--- src/rtl/pong_ball_engine.sv ---
`timescale 1ns/1ps
// pong_ball_engine
//   Ball object for the Pong datapath. On every clk_1ms tick the ball is
//   moved, reflected off the top/bottom walls and both paddles, and misses
//   are turned into one-tick point pulses and score increments. A
//   serve/play/point/over state machine sequences the rally, and a
//   combinational overlay (ball_on/rgb_ball) feeds the VGA mux.
//
//   Optional feature macro: BALL_SPEEDUP_EN
//     defined   - 3-bit step register, +1 per paddle hit (saturates at 4),
//                 reloaded to 1 after every point
//     undefined - constant step of 1
//
// Ports
//   clk_1ms                game tick clock (1 kHz)
//   reset                  synchronous, active-low reset
//   x, y                   current VGA scan pixel
//   x_paddle1, y_paddle1   left paddle centre
//   x_paddle2, y_paddle2   right paddle centre
//   x_ball, y_ball         ball centre (registered)
//   ball_on                scan pixel lies inside the ball
//   rgb_ball               ball colour (white)
//   point_p1, point_p2     one-tick pulse: player 1 / player 2 scored
//   score1, score2         scores, 0..MAX_SCORE
//   game_over              high once either score reaches MAX_SCORE
module pong_ball_engine #(
    parameter int H_ACTIVE    = 640,
    parameter int V_ACTIVE    = 480,
    parameter int BALL_SIZE   = 8,
    parameter int PADDLE_W    = 16,
    parameter int PADDLE_H    = 80,
    parameter int SERVE_DELAY = 1000,
    parameter int MAX_SCORE   = 9
) (
    input  logic        clk_1ms,
    input  logic        reset,
    input  logic [9:0]  x,
    input  logic [9:0]  y,
    input  logic [9:0]  x_paddle1,
    input  logic [9:0]  y_paddle1,
    input  logic [9:0]  x_paddle2,
    input  logic [9:0]  y_paddle2,
    output logic [9:0]  x_ball,
    output logic [9:0]  y_ball,
    output logic        ball_on,
    output logic [11:0] rgb_ball,
    output logic        point_p1,
    output logic        point_p2,
    output logic [3:0]  score1,
    output logic [3:0]  score2,
    output logic        game_over
);

    localparam int HALF = BALL_SIZE / 2;
    localparam int CW   = (SERVE_DELAY > 1) ? $clog2(SERVE_DELAY) : 1;

    localparam logic [CW-1:0] SERVE_LAST = CW'(SERVE_DELAY - 1);
    localparam logic [9:0]    X_CENTRE   = 10'(H_ACTIVE / 2);
    localparam logic [9:0]    Y_CENTRE   = 10'(V_ACTIVE / 2);
    localparam logic [9:0]    Y_MIN      = 10'(HALF);
    localparam logic [9:0]    Y_MAX      = 10'(V_ACTIVE - 1 - HALF);
    localparam logic [3:0]    MAX_S      = 4'(MAX_SCORE);

    localparam logic signed [10:0] S_HALF = 11'(HALF);
    localparam logic signed [10:0] S_PW2  = 11'(PADDLE_W / 2);
    localparam logic signed [10:0] S_PH2  = 11'(PADDLE_H / 2);
    localparam logic signed [10:0] S_VBOT = 11'(V_ACTIVE - 1);
    localparam logic signed [10:0] S_HRGT = 11'(H_ACTIVE);

    typedef enum logic [1:0] {
        SERVE,
        PLAY,
        POINT,
        OVER
    } state_t;

    state_t        state, state_nxt;
    logic [CW-1:0] cnt, cnt_nxt;
    logic          dir_x, dir_x_nxt;
    logic          dir_y, dir_y_nxt;
    logic [9:0]    x_ball_nxt, y_ball_nxt;
    logic [3:0]    score1_nxt, score2_nxt;
    logic          point_p1_nxt, point_p2_nxt;
    logic          game_over_nxt;
    logic [2:0]    step;

`ifdef BALL_SPEEDUP_EN
    logic [2:0]    step_nxt;
`else
    assign step = 3'd1;
`endif

    // Edge arithmetic in 11-bit signed so that "centre - HALF" never wraps.
    logic signed [10:0] bx, by, sx, sy;
    logic signed [10:0] b_left, b_right, b_top, b_bot;
    logic signed [10:0] p1_left, p1_right, p1_top, p1_bot;
    logic signed [10:0] p2_left, p2_right, p2_top, p2_bot;

    assign bx      = signed'({1'b0, x_ball});
    assign by      = signed'({1'b0, y_ball});
    assign sx      = signed'({1'b0, x});
    assign sy      = signed'({1'b0, y});
    assign b_left  = bx - S_HALF;
    assign b_right = bx + S_HALF;
    assign b_top   = by - S_HALF;
    assign b_bot   = by + S_HALF;

    assign p1_left  = signed'({1'b0, x_paddle1}) - S_PW2;
    assign p1_right = signed'({1'b0, x_paddle1}) + S_PW2;
    assign p1_top   = signed'({1'b0, y_paddle1}) - S_PH2;
    assign p1_bot   = signed'({1'b0, y_paddle1}) + S_PH2;
    assign p2_left  = signed'({1'b0, x_paddle2}) - S_PW2;
    assign p2_right = signed'({1'b0, x_paddle2}) + S_PW2;
    assign p2_top   = signed'({1'b0, y_paddle2}) - S_PH2;
    assign p2_bot   = signed'({1'b0, y_paddle2}) + S_PH2;

    // Paddle tests only fire when the ball is travelling toward the paddle,
    // so a ball approaching from behind passes straight through.
    logic hit_l, hit_r, hit, miss_l, miss_r;

    assign hit_l = !dir_x
                && (b_left >= p1_left) && (b_left <= p1_right)
                && (b_bot >= p1_top) && (b_top < p1_bot);
    assign hit_r = dir_x
                && (b_right >= p2_left) && (b_right <= p2_right)
                && (b_bot >= p2_top) && (b_top < p2_bot);
    assign hit    = hit_l | hit_r;
    assign miss_l = !hit && (b_left <= 11'sd0);
    assign miss_r = !hit && !miss_l && (b_right >= S_HRGT);

    logic play_dx, play_dy;

    assign play_dx = hit_l ? 1'b1 : (hit_r ? 1'b0 : dir_x);

    always_comb begin
        play_dy = dir_y;
        if (!dir_y && (b_top <= 11'sd0)) begin
            play_dy = 1'b1;
        end else if (dir_y && (b_bot >= S_VBOT)) begin
            play_dy = 1'b0;
        end
    end

    // Moves use the directions already updated this tick. The centre always
    // sits at least HALF from the edges and step <= HALF, so 10-bit unsigned
    // subtraction cannot wrap here.
    logic [9:0] step10, mv_x, mv_y, mv_y_clamped;

    assign step10 = {7'd0, step};
    assign mv_x   = play_dx ? (x_ball + step10) : (x_ball - step10);
    assign mv_y   = play_dy ? (y_ball + step10) : (y_ball - step10);

    always_comb begin
        mv_y_clamped = mv_y;
        if (mv_y < Y_MIN) begin
            mv_y_clamped = Y_MIN;
        end else if (mv_y > Y_MAX) begin
            mv_y_clamped = Y_MAX;
        end
    end

    always_comb begin
        state_nxt     = state;
        cnt_nxt       = cnt;
        dir_x_nxt     = dir_x;
        dir_y_nxt     = dir_y;
        x_ball_nxt    = x_ball;
        y_ball_nxt    = y_ball;
        score1_nxt    = score1;
        score2_nxt    = score2;
        point_p1_nxt  = 1'b0;
        point_p2_nxt  = 1'b0;
        game_over_nxt = game_over;
`ifdef BALL_SPEEDUP_EN
        step_nxt      = step;
`endif
        case (state)
            SERVE: begin
                x_ball_nxt = X_CENTRE;
                y_ball_nxt = Y_CENTRE;
                if (cnt == SERVE_LAST) begin
                    cnt_nxt   = '0;
                    state_nxt = PLAY;
                end else begin
                    cnt_nxt = cnt + 1'b1;
                end
            end
            PLAY: begin
                dir_x_nxt  = play_dx;
                dir_y_nxt  = play_dy;
                x_ball_nxt = mv_x;
                y_ball_nxt = mv_y_clamped;
`ifdef BALL_SPEEDUP_EN
                if (hit && (step < 3'd4)) begin
                    step_nxt = step + 3'd1;
                end
`endif
                if (miss_l) begin
                    point_p2_nxt = 1'b1;
                    if (score2 != MAX_S) begin
                        score2_nxt = score2 + 4'd1;
                    end
                    state_nxt = POINT;
                end else if (miss_r) begin
                    point_p1_nxt = 1'b1;
                    if (score1 != MAX_S) begin
                        score1_nxt = score1 + 4'd1;
                    end
                    state_nxt = POINT;
                end
            end
            POINT: begin
                x_ball_nxt = X_CENTRE;
                y_ball_nxt = Y_CENTRE;
                // Serve toward the loser: player 1 scoring means player 2
                // (right side) lost, so the ball heads right.
                dir_x_nxt  = point_p1;
`ifdef BALL_SPEEDUP_EN
                step_nxt   = 3'd1;
`endif
                if ((score1 == MAX_S) || (score2 == MAX_S)) begin
                    game_over_nxt = 1'b1;
                    state_nxt     = OVER;
                end else begin
                    state_nxt = SERVE;
                end
            end
            OVER: begin
                x_ball_nxt    = X_CENTRE;
                y_ball_nxt    = Y_CENTRE;
                game_over_nxt = 1'b1;
            end
            default: begin
                state_nxt = SERVE;
            end
        endcase
    end

    always_ff @(posedge clk_1ms) begin
        if (!reset) begin
            state     <= SERVE;
            cnt       <= '0;
            dir_x     <= 1'b1;
            dir_y     <= 1'b1;
            x_ball    <= X_CENTRE;
            y_ball    <= Y_CENTRE;
            score1    <= '0;
            score2    <= '0;
            point_p1  <= 1'b0;
            point_p2  <= 1'b0;
            game_over <= 1'b0;
`ifdef BALL_SPEEDUP_EN
            step      <= 3'd1;
`endif
        end else begin
            state     <= state_nxt;
            cnt       <= cnt_nxt;
            dir_x     <= dir_x_nxt;
            dir_y     <= dir_y_nxt;
            x_ball    <= x_ball_nxt;
            y_ball    <= y_ball_nxt;
            score1    <= score1_nxt;
            score2    <= score2_nxt;
            point_p1  <= point_p1_nxt;
            point_p2  <= point_p2_nxt;
            game_over <= game_over_nxt;
`ifdef BALL_SPEEDUP_EN
            step      <= step_nxt;
`endif
        end
    end

    // Ball square covers [centre-HALF, centre+HALF) on both axes.
    assign ball_on  = (sx >= b_left) && (sx < b_right)
                   && (sy >= b_top) && (sy < b_bot);
    assign rgb_ball = 12'hFFF;

endmodule
--- config.mk ---
export PLATFORM = sky130hd
export DESIGN_NAME = pong_ball_engine
export DESIGN_NICKNAME = d
export VERILOG_FILES = /design/src/rtl/pong_ball_engine.sv
export SDC_FILE = /design/constraint.sdc
export NUM_CORES = 1
export LEC_CHECK = 0
export ABC_AREA = 1
export BUFFER_PORTS_ARGS = -buffer_cell sky130_fd_sc_hd__buf_2
export CAP_MARGIN = 20
export CORE_MARGIN = 2
export CORE_UTILIZATION = 50
export CTS_BUF_LIST = sky130_fd_sc_hd__clkbuf_8
export CTS_CLUSTER_DIAMETER = 30
export DETAILED_ROUTE_END_ITERATION = 10
export PLACE_DENSITY = 0.78
export SLEW_MARGIN = 20
export SYNTH_ARGS = -nofsm -noshare
export SYNTH_HDL_FRONTEND = slang
export SYNTH_SLANG_ARGS = --single-unit
--- constraint.sdc ---
create_clock -name clk_1ms -period 13.75 [get_ports clk_1ms]
set_input_delay 2.75 -clock clk_1ms [delete_from_list [all_inputs] [get_ports clk_1ms]]
set_output_delay 2.75 -clock clk_1ms [all_outputs]
set_load 0.02 [all_outputs]
==> metrics.yaml <==
seq_power_share_pct: 40.3
p_sw_share_pct: 34.06
cp.arrival_ps: 4560
worstMarginPinSlew_ps: 761.6
worstPathRequired_ps: 11000
grt_pass1_vias: 6237
fin_nets: 1325
hp-class: "reg2reg"
ys_ff_latch: 45
ys_seq_area_share_pct: 13.00
p_int_mw: 0.2161
antenna_found_initial: 0
cts_buffers: 5
clock_skew_ps: 6.440
die_area_um2: 14820
leakage_nw: 4.032
hpwl_mm: 14.31
gp_congestion: 0.9246
fin_util_pct: 55.48
synth_area_um2: 6929
route.vias.total: 6861
grt_pass1_wl_mm: 27.79
final_antenna_net_count: 0
clockPowerShare_pct: 24.6
max_stage_delay_ps: 290
clk_latency_ps: 290
synth_area_leader_cell: "ha_1"
cp_top_family: "simple AND/OR/NAND/NOR gates"
cp_num_buf_inv: 2
finalCriticalPeriod_ps: 7309
track_usage_pct: 22.61
critPathMaxFanout: 2
grt_overflow: 0
finalHoldViolCount: 0
io_pins: 106
core_um2: 13720
firstDrtPassIters: 5
synth_cells: 1024
p_comb_share_pct: 35.2
syn_avg_cell_area_um2: 6.767
yosys_warnings: 0
cp-start-kind: "input pin"
grt_use_met1_pct: 29.39
cap_violations: 0
cts.sinks: 45
grt-busiest-layer: "met2"
p_switching_mw: 0.1116
port_buffers: 93
hold_buffers: 0
vias_per_cell: 5.306
grt_max_degree: 13
cts_buffer_depth: 2
power_density_nw_per_um2: 43.05
antenna_cells_inserted: 0
drc: 0
finalCritPeriodShare_pct: 53.16
drive_gt1_share_pct: 11.14
ctsHtreeMaxLevel: 2
max_freq_ghz: 0.1368
postCtsSetupBuffers: 0
path_cells: "buf_2 > ha_1 > nand2_1 > nor2_1 > a211oi_1 > o21ai_0 > nand3_1 > a21boi_0 > nor4_1 > nand2_1 > nor2_1 > buf_2"
clockRootBuffer: "clkbuf_8"
row_count: 43
crit_slowest_cell: "ha_1"
dp.cells: 1286
status: "finished clean"
start_util_pct: 50.51
area_growth_pct: 9.841
num-fill-cells: 1388
cts_resized: 0
die_h_um: 121.7
finalSetupTns_ps: 0
tritoncts: "yes"
drt_iter0_drc: 396
grt_use_met2_pct: 40.48
wl_per_cell_um: 13.05
ys_types: 44
final_max_slew_viol_count: 0
synth_area_leaders: "ha_1 27%, dfxtp_1 13%, nand2_1 9.6%"
vdd_drop_max_v: 0.00005639
crit_type: "in2out"
yosysTopAreaCellShare_pct: 26.72
rsz0062_at_grt: "false"
instances_no_fill: 1293
clkSlewWorstSetupHoldPaths_ps: 80
routed_wl_mm: 16.87
die_x_um: 121.7
slew_headroom_pct: 49.04
met3_usage_pct: 1.873
crit_path_end_kind: "output pin"
setup_violations: 0
[state kept, by name, indices dropped and copies added (netlist names)]
signal	flops
game_over	1
y_ball	10
state	2
x_ball	10
dir_y	1
dir_x	1
score2	4
cnt	10
score1	4
point_p1	1
point_p2	1
[Yosys cell counts, drive strengths merged]
cell     number
dfxtp        45
o211ai        3
o21a          3
and2          3
nor3         28
buf          13
xor2         59
a21o         10
clkbuf        9
a21oi        71
conb          2
o2111ai       1
a21boi        3
nand2       181
nor4          3
inv         152
or3           3
or2           4
ha          148
o22ai         1
a31oi         3
nor2        104
xnor2        12
clkinv        1
o21ai        45
and3          1
nand4        30
nand3        65
o21bai        2
fa            2
o31ai         2
nand3b        9
a211oi        6
[worst register-to-register path, delay by kind of cell (launching register included)]
| family | cells | cell delay [ps] |
|---|---|---|
| xor gates and xnor gates | 1 | 250 |
| DFF | 1 | 490 |
| AOI/OAI and AO/OA | 6 | 930 |
| adders and majority gates | 2 | 620 |
| buffers and inverters | 4 | 640 |
| and+or+nand+nor | 20 | 1920 |
[kinds of logic after synthesis]
group,synth area share (%)
other,0.1084
XOR/XNOR,9.191
adder cells (fa/ha/maj),27.30
flip-flops,13.00
AO/OA/AOI/OAI,12.12
buffers and inverters,10.26
AND/OR/NAND/NOR,28.02
[power groups by stage]
stage	sequential, mW	combinational (mW)	clock [mW]
after floorplan	0.135	0.0849	0
after global placement	0.135	0.111	0
after detailed placement	0.135	0.114	0
after CTS	0.132	0.115	0.0828
after global routing	0.132	0.132	0.0891
final	0.132	0.115	0.0805
[layout make-up]
cell class                      instances  area [um^2]  share of cell area [%]
Multi-Input combinational cell        815         5359                   70.41
Sequential cell                        45        900.9                   11.84
Inverter                              153        574.3                   7.546
Timing Repair Buffer                   93        465.4                   6.115
Tap cell                              180        225.2                   2.959
Clock buffer                            6        82.58                   1.085
Clock inverter                          1        3.754                 0.04932
[per-stage QoR]
| step | hold slack [ps] | cell area (um^2) | setup slack (ps) | power, mW |
|---|---|---|---|---|
| finish | 479.7 | 7611 | 6441 | 0.3277 |
| global route | 509.5 | 7611 | 6243 | 0.3529 |
| CTS | 484.8 | 7611 | 6427 | 0.3297 |
| detailed placement | 464.5 | 7525 | 6431 | 0.2491 |
| global placement | 462.5 | 7525 | 6489 | 0.2460 |
| floorplan | 443.3 | 6970 | 6844 | 0.2199 |
[path summary, 6_finish.rpt]
| check | start | end | slack [ps] | depth (start not counted) |
|---|---|---|---|---|
| hold reg to reg | cnt[9]$_SDFFE_PN0P_ | cnt[9]$_SDFFE_PN0P_ | 480 | 2 |
| hold / removal | cnt[9]$_SDFFE_PN0P_ | cnt[9]$_SDFFE_PN0P_ | 480 | 2 |
| setup reg to reg | x_ball[2]$_SDFF_PP0_ | x_ball[8]$_SDFF_PP1_ | 8800 | 33 |
| setup / recovery | x[2] | ball_on | 6440 | 12 |
[cells in the final DEF (no fill, tap or decap), types with 3 or more instances in the layout]
cell,Yosys,final
or2_2,4,4
a211oi_1,6,6
inv_1,149,150
nand3b_1,9,9
inv_2,3,3
o21ai_0,43,43
nor2_1,101,101
conb_1,2,13
nor4_1,3,3
a21boi_0,3,3
nand4_1,30,30
or3_1,3,3
dfxtp_1,45,45
nand3_1,61,61
xnor2_1,12,12
a21o_1,10,10
a21oi_1,71,71
clkbuf_8,0,6
nor3_1,25,25
buf_2,0,93
a31oi_1,3,3
nand2_2,4,4
xor2_1,57,57
o21a_1,3,3
ha_1,148,148
nand2_1,177,177
o211ai_1,3,3
nand3_2,4,4
and2_1,3,3
[layer usage]
layer  vias to the layer above  routed length (um)  share of wire, %
li1                       3558                   -                 -
met1                      3125                7945                47
met2                       156                8012                47
met3                        22                 622               3.7
met4                         0                 289               1.7
met5                         -                   0                 0
No activity file was read; power rests on OpenSTA's default activity.
